File: src/rtl/lc_pkg.sv
// Shared LEGv8 pipeline definitions: ALU operation codes, the zero-register index
// and the default datapath and register-index widths.
package lc_pkg;

    localparam int unsigned DEF_DATA_W     = 64;
    localparam int unsigned DEF_REG_ADDR_W = 5;

    localparam logic [3:0] ALU_AND   = 4'b0000;
    localparam logic [3:0] ALU_ORR   = 4'b0001;
    localparam logic [3:0] ALU_ADD   = 4'b0010;
    localparam logic [3:0] ALU_SUB   = 4'b0110;
    localparam logic [3:0] ALU_PASSB = 4'b0111;

    localparam logic [4:0] XZR_IDX = 5'd31;

endpackage

File: src/rtl/alu64.sv
// Combinational LEGv8 ALU: (a, b, alu_op) -> (result, zero).
// Add and subtract wrap; codes that are not decoded produce zero.
module alu64
    import lc_pkg::*;
#(
    parameter int unsigned DATA_W = DEF_DATA_W
) (
    input  logic [DATA_W-1:0] a,
    input  logic [DATA_W-1:0] b,
    input  logic [3:0]        alu_op,
    output logic [DATA_W-1:0] result,
    output logic              zero
);

    always_comb begin
        result = '0;
        case (alu_op)
            ALU_ADD:   result = a + b;
            ALU_SUB:   result = a - b;
            ALU_AND:   result = a & b;
            ALU_ORR:   result = a | b;
            ALU_PASSB: result = b;
            default:   result = '0;
        endcase
    end

    assign zero = (result == '0);

endmodule

File: src/rtl/execute_stage.sv
// LEGv8 EX stage: ALU, branch target/decision and the EX/MEM pipeline register.
// Define EX_FORWARDING_EN to forward MEM/WB results onto operands A and B.
module execute_stage
    import lc_pkg::*;
#(
    parameter int unsigned DATA_W     = DEF_DATA_W,
    parameter int unsigned REG_ADDR_W = DEF_REG_ADDR_W,
    parameter int unsigned BR_SHIFT   = 2
) (
    input  logic                  clk,
    input  logic                  reset,
    input  logic                  stall,
    input  logic                  flush,
    input  logic                  RegWrite_EX,
    input  logic                  ALUSrc_EX,
    input  logic                  Branch_EX,
    input  logic                  Uncondbranch_EX,
    input  logic                  MemRead_EX,
    input  logic                  MemWrite_EX,
    input  logic                  Mem2Reg_EX,
    input  logic [3:0]            ALUOp_EX,
    input  logic [REG_ADDR_W-1:0] RD_EX,
    input  logic [REG_ADDR_W-1:0] RN_EX,
    input  logic [REG_ADDR_W-1:0] RM_EX,
    input  logic [DATA_W-1:0]     RegOutA_EX,
    input  logic [DATA_W-1:0]     RegOutB_EX,
    input  logic [DATA_W-1:0]     SignExtImm64_EX,
    input  logic [DATA_W-1:0]     pc_EX,
    input  logic                  RegWrite_WB,
    input  logic [REG_ADDR_W-1:0] RD_WB,
    input  logic [DATA_W-1:0]     MemtoRegOut_WB,
    output logic                  RegWrite_MEM,
    output logic                  MemRead_MEM,
    output logic                  MemWrite_MEM,
    output logic                  Mem2Reg_MEM,
    output logic [REG_ADDR_W-1:0] RD_MEM,
    output logic [DATA_W-1:0]     ALUResult_MEM,
    output logic [DATA_W-1:0]     WriteData_MEM,
    output logic [DATA_W-1:0]     BranchTarget_MEM,
    output logic                  PCSrc_MEM
);

    logic [DATA_W-1:0] fwd_a;
    logic [DATA_W-1:0] fwd_b;
    logic [DATA_W-1:0] alu_b;
    logic [DATA_W-1:0] alu_result;
    logic              alu_zero;
    logic [DATA_W-1:0] branch_target;
    logic              pcsrc_next;

`ifdef EX_FORWARDING_EN
    localparam logic [REG_ADDR_W-1:0] XZR = REG_ADDR_W'(XZR_IDX);

    logic mem_src_ok;
    logic wb_src_ok;

    // The zero register never produces a value, so it is excluded as a source.
    assign mem_src_ok = RegWrite_MEM && (RD_MEM != XZR);
    assign wb_src_ok  = RegWrite_WB && (RD_WB != XZR);

    always_comb begin
        fwd_a = RegOutA_EX;
        if (mem_src_ok && (RD_MEM == RN_EX))
            fwd_a = ALUResult_MEM;
        else if (wb_src_ok && (RD_WB == RN_EX))
            fwd_a = MemtoRegOut_WB;
    end

    always_comb begin
        fwd_b = RegOutB_EX;
        if (mem_src_ok && (RD_MEM == RM_EX))
            fwd_b = ALUResult_MEM;
        else if (wb_src_ok && (RD_WB == RM_EX))
            fwd_b = MemtoRegOut_WB;
    end
`else
    logic unused_fwd;

    assign unused_fwd = ^{RN_EX, RM_EX, RegWrite_WB, RD_WB, MemtoRegOut_WB};
    assign fwd_a      = RegOutA_EX;
    assign fwd_b      = RegOutB_EX;
`endif

    assign alu_b = ALUSrc_EX ? SignExtImm64_EX : fwd_b;

    alu64 #(
        .DATA_W(DATA_W)
    ) u_alu (
        .a      (fwd_a),
        .b      (alu_b),
        .alu_op (ALUOp_EX),
        .result (alu_result),
        .zero   (alu_zero)
    );

    assign branch_target = pc_EX + (SignExtImm64_EX << BR_SHIFT);
    assign pcsrc_next    = Uncondbranch_EX | (Branch_EX & alu_zero);

    // A bubble clears data fields too, so reset and flush share one branch.
    always_ff @(posedge clk) begin
        if (reset || flush) begin
            RegWrite_MEM     <= 1'b0;
            MemRead_MEM      <= 1'b0;
            MemWrite_MEM     <= 1'b0;
            Mem2Reg_MEM      <= 1'b0;
            RD_MEM           <= '0;
            ALUResult_MEM    <= '0;
            WriteData_MEM    <= '0;
            BranchTarget_MEM <= '0;
            PCSrc_MEM        <= 1'b0;
        end else if (!stall) begin
            RegWrite_MEM     <= RegWrite_EX;
            MemRead_MEM      <= MemRead_EX;
            MemWrite_MEM     <= MemWrite_EX;
            Mem2Reg_MEM      <= Mem2Reg_EX;
            RD_MEM           <= RD_EX;
            ALUResult_MEM    <= alu_result;
            WriteData_MEM    <= fwd_b;
            BranchTarget_MEM <= branch_target;
            PCSrc_MEM        <= pcsrc_next;
        end
    end

endmodule

File: config.mk
export PLATFORM = sky130hd
export DESIGN_NAME = execute_stage
export DESIGN_NICKNAME = d
export VERILOG_FILES = /design/src/rtl/lc_pkg.sv /design/src/rtl/alu64.sv /design/src/rtl/execute_stage.sv
export SDC_FILE = /design/constraint.sdc
export NUM_CORES = 1
export LEC_CHECK = 0
export ABC_AREA = 1
export BUFFER_PORTS_ARGS = -buffer_cell sky130_fd_sc_hd__buf_2
export CORE_AREA = 2 2 219 221
export CTS_CLUSTER_SIZE = 20
export DETAILED_ROUTE_END_ITERATION = 6
export DIE_AREA = 0 0 221 223
export PLACE_DENSITY = 0.71
export SYNTH_ARGS = -nofsm -noshare
export SYNTH_HDL_FRONTEND = slang
export SYNTH_SLANG_ARGS = --single-unit
File: constraint.sdc
create_clock -name clk -period 5.3 [get_ports clk]
set_input_delay 0.265 -clock clk [delete_from_list [all_inputs] [get_ports clk]]
set_output_delay 0.265 -clock clk [all_outputs]
set_load 0.05 [all_outputs]
==> results of run 1 <==
## flip-flops by register name, summed over array words and instances, names as in the netlist
| signal | cells |
|---|---|
| Mem2Reg_MEM | 1 |
| MemRead_MEM | 1 |
| WriteData_MEM | 64 |
| BranchTarget_MEM | 64 |
| RD_MEM | 5 |
| RegWrite_MEM | 1 |
| ALUResult_MEM | 64 |
| PCSrc_MEM | 1 |
| MemWrite_MEM | 1 |
## power by group
part / internal [µW] / switching (µW) / total, µW
Clock: 1240 / 755 / 1990
Combinational: 858 / 1910 / 2760
Sequential: 1580 / 34.4 / 1620
Total: 3680 / 2700 / 6370
## area by class of cell
type | count | share of cell area
Clock buffer | 33 | 0.0268
Inverter | 612 | 0.0864
Clock inverter | 11 | 0.00810
Multi-Input combinational cell | 2936 | 0.551
Timing Repair Buffer | 660 | 0.148
Tap cell | 615 | 0.0288
Antenna cell | 2 | 0.000187
Sequential cell | 202 | 0.151
## through the flow
stage / cell area (µm²) / utilization / TNS, ns / hold slack [ns] / setup slack [ns]
final: 26700 / 0.567 / 0 / 0.0142 / 0.224
after global routing: 26700 / 0.567 / -0.0114 / 0.00267 / -0.0114
after floorplan: 21400 / - / 0 / 0.410 / 1.39
after detailed placement: 25000 / 0.531 / 0 / 0.445 / 0.105
after global placement: 25000 / 0.531 / 0 / 0.443 / 0.180
after CTS: 26600 / 0.564 / 0 / 0.000830 / 0.351
## worst paths after layout
check / startpoint / endpoint / slack, ns / cells past startpoint
setup / recovery: RegOutB_EX[1] / PCSrc_MEM$_SDFFE_PP0N_ / 0.22 / 34
setup reg to reg: ALUResult_MEM[29]$_SDFFE_PP0N_ / ALUResult_MEM[29]$_SDFFE_PP0N_ / 4.48 / 4
hold / removal: RegOutB_EX[30] / WriteData_MEM[30]$_SDFFE_PP0N_ / 0.01 / 3
hold reg to reg: WriteData_MEM[37]$_SDFFE_PP0N_ / WriteData_MEM[37]$_SDFFE_PP0N_ / 0.46 / 2
## worst reg2reg max path: stages (launching register included)
cell                      delay, ns
sky130_fd_sc_hd__dfxtp_1       0.40
sky130_fd_sc_hd__nor2_1        0.07
sky130_fd_sc_hd__nor2_1        0.12
sky130_fd_sc_hd__o21ai_0       0.10
sky130_fd_sc_hd__inv_1         0.08
## layout by cell type, fill, tap and decap left out, drive strengths merged, types with 2 or more instances in the layout
cell type,n
nand2,1216
inv,612
buf,596
nor2,532
a21oi,256
o21ai,207
dfxtp,202
nand3,194
ha,127
xor2,67
dlygate4sd3,64
nand4,49
a22oi,46
xnor2,35
clkbuf,33
nor3,32
o211ai,28
a31oi,26
o21bai,18
nor4,17
nand3b,16
or2,13
o221ai,10
o21a,7
a2bb2oi,6
bufinv,6
a21o,5
o31ai,4
and3,3
a221oi,3
a211oi,3
a21boi,3
and2,3
clkinvlp,3
diode,2
fa,2
clkinv,2
## kinds of logic (layout without fill, tap and decap cells)
family          Yosys count  after routing  share of synthesized area
other cells               0              2                          0
buf+inv                 717           1316                      0.128
xor+xnor                102            102                     0.0418
flops                   202            202                      0.189
fa+ha+maj               129            129                     0.0762
simple gates           2077           2077                      0.397
compound gates          627            627                      0.168
mux                       1              1                   0.000468
## routing by layer
metal  wire, µm  up-vias  GRT usage
met5          9        -          0
met4       3910        2      0.137
met3      10400      196     0.0618
met2      43500     1359      0.611
met1      42700    12400      0.534
li1           -    13400          -
## timing repair
item                                   CTS  global route
hold buffers                            64             0
setup endpoints to repair                0             1
endpoints found under the hold margin   64             0
resized for setup                        0            31
setup buffers                            0             3
==> reports/summary.md, run 1 <==
The maximum number of pins on one net before global-route repair was 173; the routed via count was 27,300. The kind of cell with the highest combined delay along the critical path is simple AND/OR/NAND/NOR gates. The combined buffer and inverter count along the critical path works out to 5. The synthesized net count was 4,340. Dividing the detail-routed via count by the number of cells gives 5.39. The final period utilization is 0.958. For this run, design rule violations remaining after detail routing come to 0. The most common cell type on the critical path is sky130_fd_sc_hd__nand2_1. Across the run, the number of max-cap violations was 0. The run finished with clean final reports. The clock slew seen by the registers of the worst setup and hold paths came out at 0.06 ns. The share of final-layout standard cells stronger than drive strength 1 works out to 0.164. The detailed placer's ending HPWL came out at 82.4 mm. Along the worst path, the maximum fanout reaches 3.

The initial core utilization was 0.454. Clock tree root driver cell: sky130_fd_sc_hd__clkbuf_16. The proportion of synthesized flip-flops having asynchronous set or reset is 0.

The total power consumption of the routed design came out at 6370 µW. The total area inside the core boundary comes to 0.0471 mm². In this run the worst hold path is classified as in2reg.

Number of hold violations in the final report: 0. The first global-routing pass estimated 147 mm of wire. The count of buffers added on input and output ports is 477.

The via count of the first global-routing pass was 25,100; the height of the die was 223 µm. Maximum level of the CTS H-tree: 1. Setup violations remaining at the end of the flow were counted as 0.

After technology mapping, the gate count stands at 3,855. The logs give 0 for the number of synthesis warnings and 0.242 for the headroom to the max-slew limit. Counting the buffers created by CTS gives 25. Before antenna repair, the detailed router went through 6 iterations. The required time of the critical path came out at 5.78 ns. Global routing finished with a remaining overflow of 0.

After the first detailed-routing iteration, the DRC count stood at 2,781. By area the synthesized netlist is led by sky130_fd_sc_hd__nand2_1 (21%), sky130_fd_sc_hd__dfxtp_1 (19%), sky130_fd_sc_hd__inv_1 (10%), sky130_fd_sc_hd__nor2_1 (9.1%), sky130_fd_sc_hd__ha_1 (7.4%). The area share of the largest cell type after synthesis was 0.212; the count of pins on the block boundary was 558. Routability-driven placement finished with a final weighted congestion of 1.03. For the number of nets with antenna violations after routing, the log shows 0.

The register area came out at 0.00404 mm². The number of enable flip-flop cells after synthesis works out to 0. TritonCTS built the clock tree. The tools report the number of antenna violations at the first check in global routing as 3. The number of different library cells used by synthesis comes to 58. The logs give 0.189 for the share of the yosys chip area belonging to registers and 0.388 for the global-route total usage across every layer. The tools report the signal arrival time at the worst endpoint as 5.56 ns. The tools report the critical path startpoint category as a primary input. From synthesis to final layout, the design area changed by 25.0%. The run gives 4,958 as the instance count after placement with tap cells included. The run gives 202 as the number of clock sinks. Summed over all cells, the static leakage comes to 0.0153 µW.

The tools report the final cell count without fillers as 5,071. The tools report the nature of the critical path endpoint as a flip-flop. The cell type contributing the most total cell area after synthesis is sky130_fd_sc_hd__nand2_1. Cell area after synthesis: 0.0214 mm².

Wires add up to 100 mm. In the synthesized netlist, the cells that appear most often are sky130_fd_sc_hd__nand2_1 (1,207), sky130_fd_sc_hd__inv_1 (598), sky130_fd_sc_hd__nor2_1 (521). In the synthesized netlist the dominant register cell turns out to be sky130_fd_sc_hd__dfxtp_1. For the pin with the worst max-slew slack, the measured transition is 1.14 ns. At the later pin of the worst-skew pair, clock insertion delay measures 0.56 ns.

The die width was 221 µm; the site row count was 80. The clock period minus final worst setup slack was 5.08 ns. Synthesis inferred 202 register bits. The die covers 0.0493 mm². Yosys instantiated no cell more often than sky130_fd_sc_hd__nand2_1. The final max-slew violation count was 0; the post-synthesis area per instance was 5.55 µm². After filler insertion, the fill cell instance count of the layout stands at 4,995. For the maximum achievable frequency, the log shows 0.197 GHz. The clock passes through at most 3 buffers. In the final design database the tool counted 4,922 nets. The slowest cell on the critical path is sky130_fd_sc_hd__dlygate4sd3_1.

The setup clock skew after layout is 0 ns. The largest single stage delay on the critical path is 0.53 ns. Power spread over the standard cell area amounts to 238 mW/mm². Dividing the detail-routed wire length by the instance count gives 19.8 µm. The setup path with the least slack is of type in2reg. In the final layout, the multi-input gates occupy 0.0147 mm².

Largest vdd supply drop: 289 µV.
Power figures use the tool's default switching activity.
==> run 2: changes to the inputs <==
- CORE_AREA: 2 2 219 221 -> 2 2 214 216
- DIE_AREA: 0 0 221 223 -> 0 0 216 218
- PLACE_DENSITY: 0.71 -> 0.78
- SYNTH_HIERARCHICAL: default -> 1
==> run 2 against run 1 <==
The run now ends with design-rule violations, negative hold slack left. Via count rose by 6.8%. Die area fell by 4.5%. Utilization rose by 7.4 points. Routed wire length fell by 2.2%. Worst setup slack improved by 0.56 ns. Highest routed layer is now met4.
==> reports/summary.md, run 2 <==
Yosys printed 6 warnings. The tools report the setup clock skew after layout as 0 ns. The proportion of synthesized flip-flops having asynchronous set or reset was 0; the height of the die was 218 µm.

The synthesized design spends more area on one cell type than any other, namely sky130_fd_sc_hd__nand2_1. The headroom to the max-slew limit was 0.372; the combined buffer and inverter count along the critical path was 3. The global-route wire length before repair was 145 mm. Routability-driven placement finished with a final weighted congestion of 1.03. The run gives 0 as the number of nets with antenna violations after routing. Top cell family by delay on the critical path: simple AND/OR/NAND/NOR gates. The die width was 216 µm. Static timing analysis puts the maximum clock frequency at 0.222 GHz.

The number of clock buffers added by TritonCTS is 23. The number of cells on the worst reg-to-reg path is 2, and the clock period minus final worst setup slack is 4.51 ns. The layout has 4,705 filler cells. The sequential cells in the finished layout cover a total of 0.00404 mm². Setup repair after global routing left no endpoint under its margin. After floorplanning, the core was divided into 78 placement rows.

Worst-case hold path end point: PCSrc_MEM$_SDFFE_PP0N_. The largest registers in the layout are ALUResult_MEM: 64 flops, BranchTarget_MEM: 64 flops, WriteData_MEM: 64 flops. Across all register-to-register paths, the minimum setup slack is 4.48 ns. The net count of the finished layout is 5,446. The routed via count was 29,200; the final cell count without fillers was 5,580. The root buffer cell chosen for the clock tree is sky130_fd_sc_hd__clkbuf_16. The tools report the required time of the critical path as 5.79 ns.

The flip-flop and latch count after synthesis works out to 202. For this design the ratio of total power to cell area is 208 mW/mm². Port buffering added 477 buffers. The type of the setup path with the least slack is in2reg. The tools report the share of the yosys chip area belonging to registers as 0.173. The slowest cell on the critical path is sky130_fd_sc_hd__dlygate4sd3_1.

CTS saw 202 sinks. After detailed routing, the average wire length per cell comes to 17.6 µm. The via count of the first global-routing pass came out at 26,300.

After synthesis, the cell types taking the most area are sky130_fd_sc_hd__nand2_1 (25%), sky130_fd_sc_hd__dfxtp_1 (17%), sky130_fd_sc_hd__inv_1 (14%), sky130_fd_sc_hd__ha_1 (6.8%), sky130_fd_sc_hd__nor2_1 (6.8%). The final period utilization works out to 0.852. The number of hold violations in the final report is 1, and the instance count after placement with tap cells included is 5,476. Area share of the largest cell type after synthesis: 0.249. The core region is 0.0449 mm². Counting instances, the worst hold path has a depth of 3.

In the final layout, the multi-input gates occupy 0.0161 mm². Along the worst path, the maximum fanout reaches 5. In this run the critical register-to-register path is launched from WriteData_MEM[9]$_SDFFE_PP0N_.

Entering global routing, the biggest net connects 170 pins. At the worst endpoint, the arrival time is 5.00 ns. The routed design has 98.3 mm of wire. Max-cap violations in this run came to 0.

The run finished, with violations left. The number of antenna violations at the first check in global routing was 5; the synthesis-to-layout area growth was 22.9%. The delay of the slowest critical-path stage is 0.55 ns, and the post-placement setup slack is 0.0927 ns.

First element of the critical path: RegOutB_EX[14]. The tools report the summed negative setup slack over all endpoints as 0 ns. The number of different library cells used by synthesis comes to 51. Sorting the synthesized cells by how often they occur yields sky130_fd_sc_hd__nand2_1 (1,551), sky130_fd_sc_hd__inv_1 (857), sky130_fd_sc_hd__nor2_1 (423). The largest buffer count on any clock path came out at 3. The most common cell after layout, fill and taps aside is sky130_fd_sc_hd__nand2_1. The global-route total usage across every layer is 0.397. For the initial core utilization, the log shows 0.521. The number of nets handed over by synthesis was 4,888. TritonCTS built the clock tree. The tools report the nature of the critical path endpoint as a flip-flop. The clock latency on the worst-skew pair is 0.55 ns, and the worst setup margin is 0.787 ns. The wire-length estimate of the detail-placed layout is 81.1 mm.

The tools report the worst min-delay path startpoint as Uncondbranch_EX. Setup violations remaining at the end of the flow were counted as 0. Worst flop-to-flop path endpoint: WriteData_MEM[9]$_SDFFE_PP0N_. Among all flip-flop cells after synthesis, the most frequent one is sky130_fd_sc_hd__dfxtp_1. The library cells used most frequently in the layout, excluding fill and tap cells, are sky130_fd_sc_hd__nand2_1 (1,520), sky130_fd_sc_hd__inv_1 (854), sky130_fd_sc_hd__buf_2 (475). The share of final-layout standard cells stronger than drive strength 1 is 0.184. After technology mapping, the gate count stands at 4,403.

Most instantiated library cell after synthesis: sky130_fd_sc_hd__nand2_1. Summing every instance area after synthesis gives 0.0234 mm². The final reports fail on design-rule violations, negative hold slack. The min-delay analysis places its worst path in the category in2reg. STA classifies the critical path startpoint as a primary input. Before antenna repair, the detailed router went through 7 iterations.

The worst-case IR drop observed on VDD is 261 µV. The final max-slew violation count was 0; the worst hold slack was -0.0184 ns. The most common cell type on the critical path was sky130_fd_sc_hd__nand2_1. The leakage power total was 0.0169 µW.

The clock slew seen by the registers of the worst setup and hold paths was 0.07 ns. The maximum level of the CTS H-tree is 1. The DRC violation count after routing was 5; the number of enable flip-flop cells after synthesis was 0. Post-synthesis area per instance: 5.31 µm². The sum of overflow across all layers after global routing was 0; the post-detailed-route via-to-cell ratio was 5.23. For the pin with the worst max-slew slack, the measured transition is 0.942 ns. After the first detailed-routing iteration, the DRC count stood at 2,817.

The floorplan step defined a die boundary enclosing 0.0471 mm². For this design the top-level I/O count stands at 558.
## run 2: per-stage QoR
step | hold WS [ns] | power, µW | util | cell area, µm²
2_1_floorplan | 0.406 | 3400 | - | 23400
3_3_place_gp | 0.449 | 4230 | 0.599 | 26900
3_5_place_dp | 0.453 | 4250 | 0.599 | 26900
4_1_cts | 0.00402 | 5840 | 0.624 | 28000
5_1_grt | 0.0303 | 6310 | 0.640 | 28800
6_report | -0.0184 | 5990 | 0.641 | 28800
## run 2: area by class of cell
cell class | count | area share
tap | 600 | 0.0261
inverter | 884 | 0.116
timing repair buffer | 643 | 0.132
sequential | 202 | 0.141
clock inverter | 10 | 0.00292
clock buffer | 29 | 0.0222
antenna | 5 | 0.000435
multi-input combinational | 3207 | 0.560
## run 2: kinds of logic after synthesis
group	Yosys count	synth area share
flops	202	0.173
buf+inv	994	0.162
compound gates	591	0.131
simple gates	2396	0.430
fa+ha+maj	129	0.0696
xor+xnor	91	0.0341
## run 2: how the worst max path moves through the flow
| stage | endpoint | slack (ns) | cells past startpoint |
|---|---|---|---|
| after detailed placement | PCSrc_MEM$_SDFFE_PP0N_ | 0.09 | 27 |
| final | PCSrc_MEM$_SDFFE_PP0N_ | 0.79 | 31 |
| after CTS | PCSrc_MEM$_SDFFE_PP0N_ | 0.01 | 32 |
| after global placement | PCSrc_MEM$_SDFFE_PP0N_ | 0.17 | 30 |
| after floorplan | PCSrc_MEM$_SDFFE_PP0N_ | 0.83 | 35 |
| after global routing | PCSrc_MEM$_SDFFE_PP0N_ | 0.43 | 34 |
## run 2: routing by layer
layer	wire [µm]	part of all wire	track usage
met1	41100	0.42	0.532
met2	43300	0.44	0.648
met3	9120	0.093	0.0455
met4	4720	0.048	0.162
met5	0	0	0
## run 2: worst register-to-register path, delay by kind of cell, from the launching register on
kind            cells  cell delay (ns)
compound gates      2             0.31
flops               1             0.45
## run 2: timing repair
| item | CTS | global route |
|---|---|---|
| setup buffers | 0 | 20 |
| endpoints found under the setup margin | 0 | 1 |
| resized for setup | 0 | 164 |
| endpoints found under the hold margin | 39 | 0 |
| hold buffers | 40 | 0 |
## run 2: where the power goes
group	internal [µW]	switching, µW	total (µW)
registers	1580	30.6	1610
clock network	895	678	1570
logic	872	1940	2810
total	3340	2650	5990
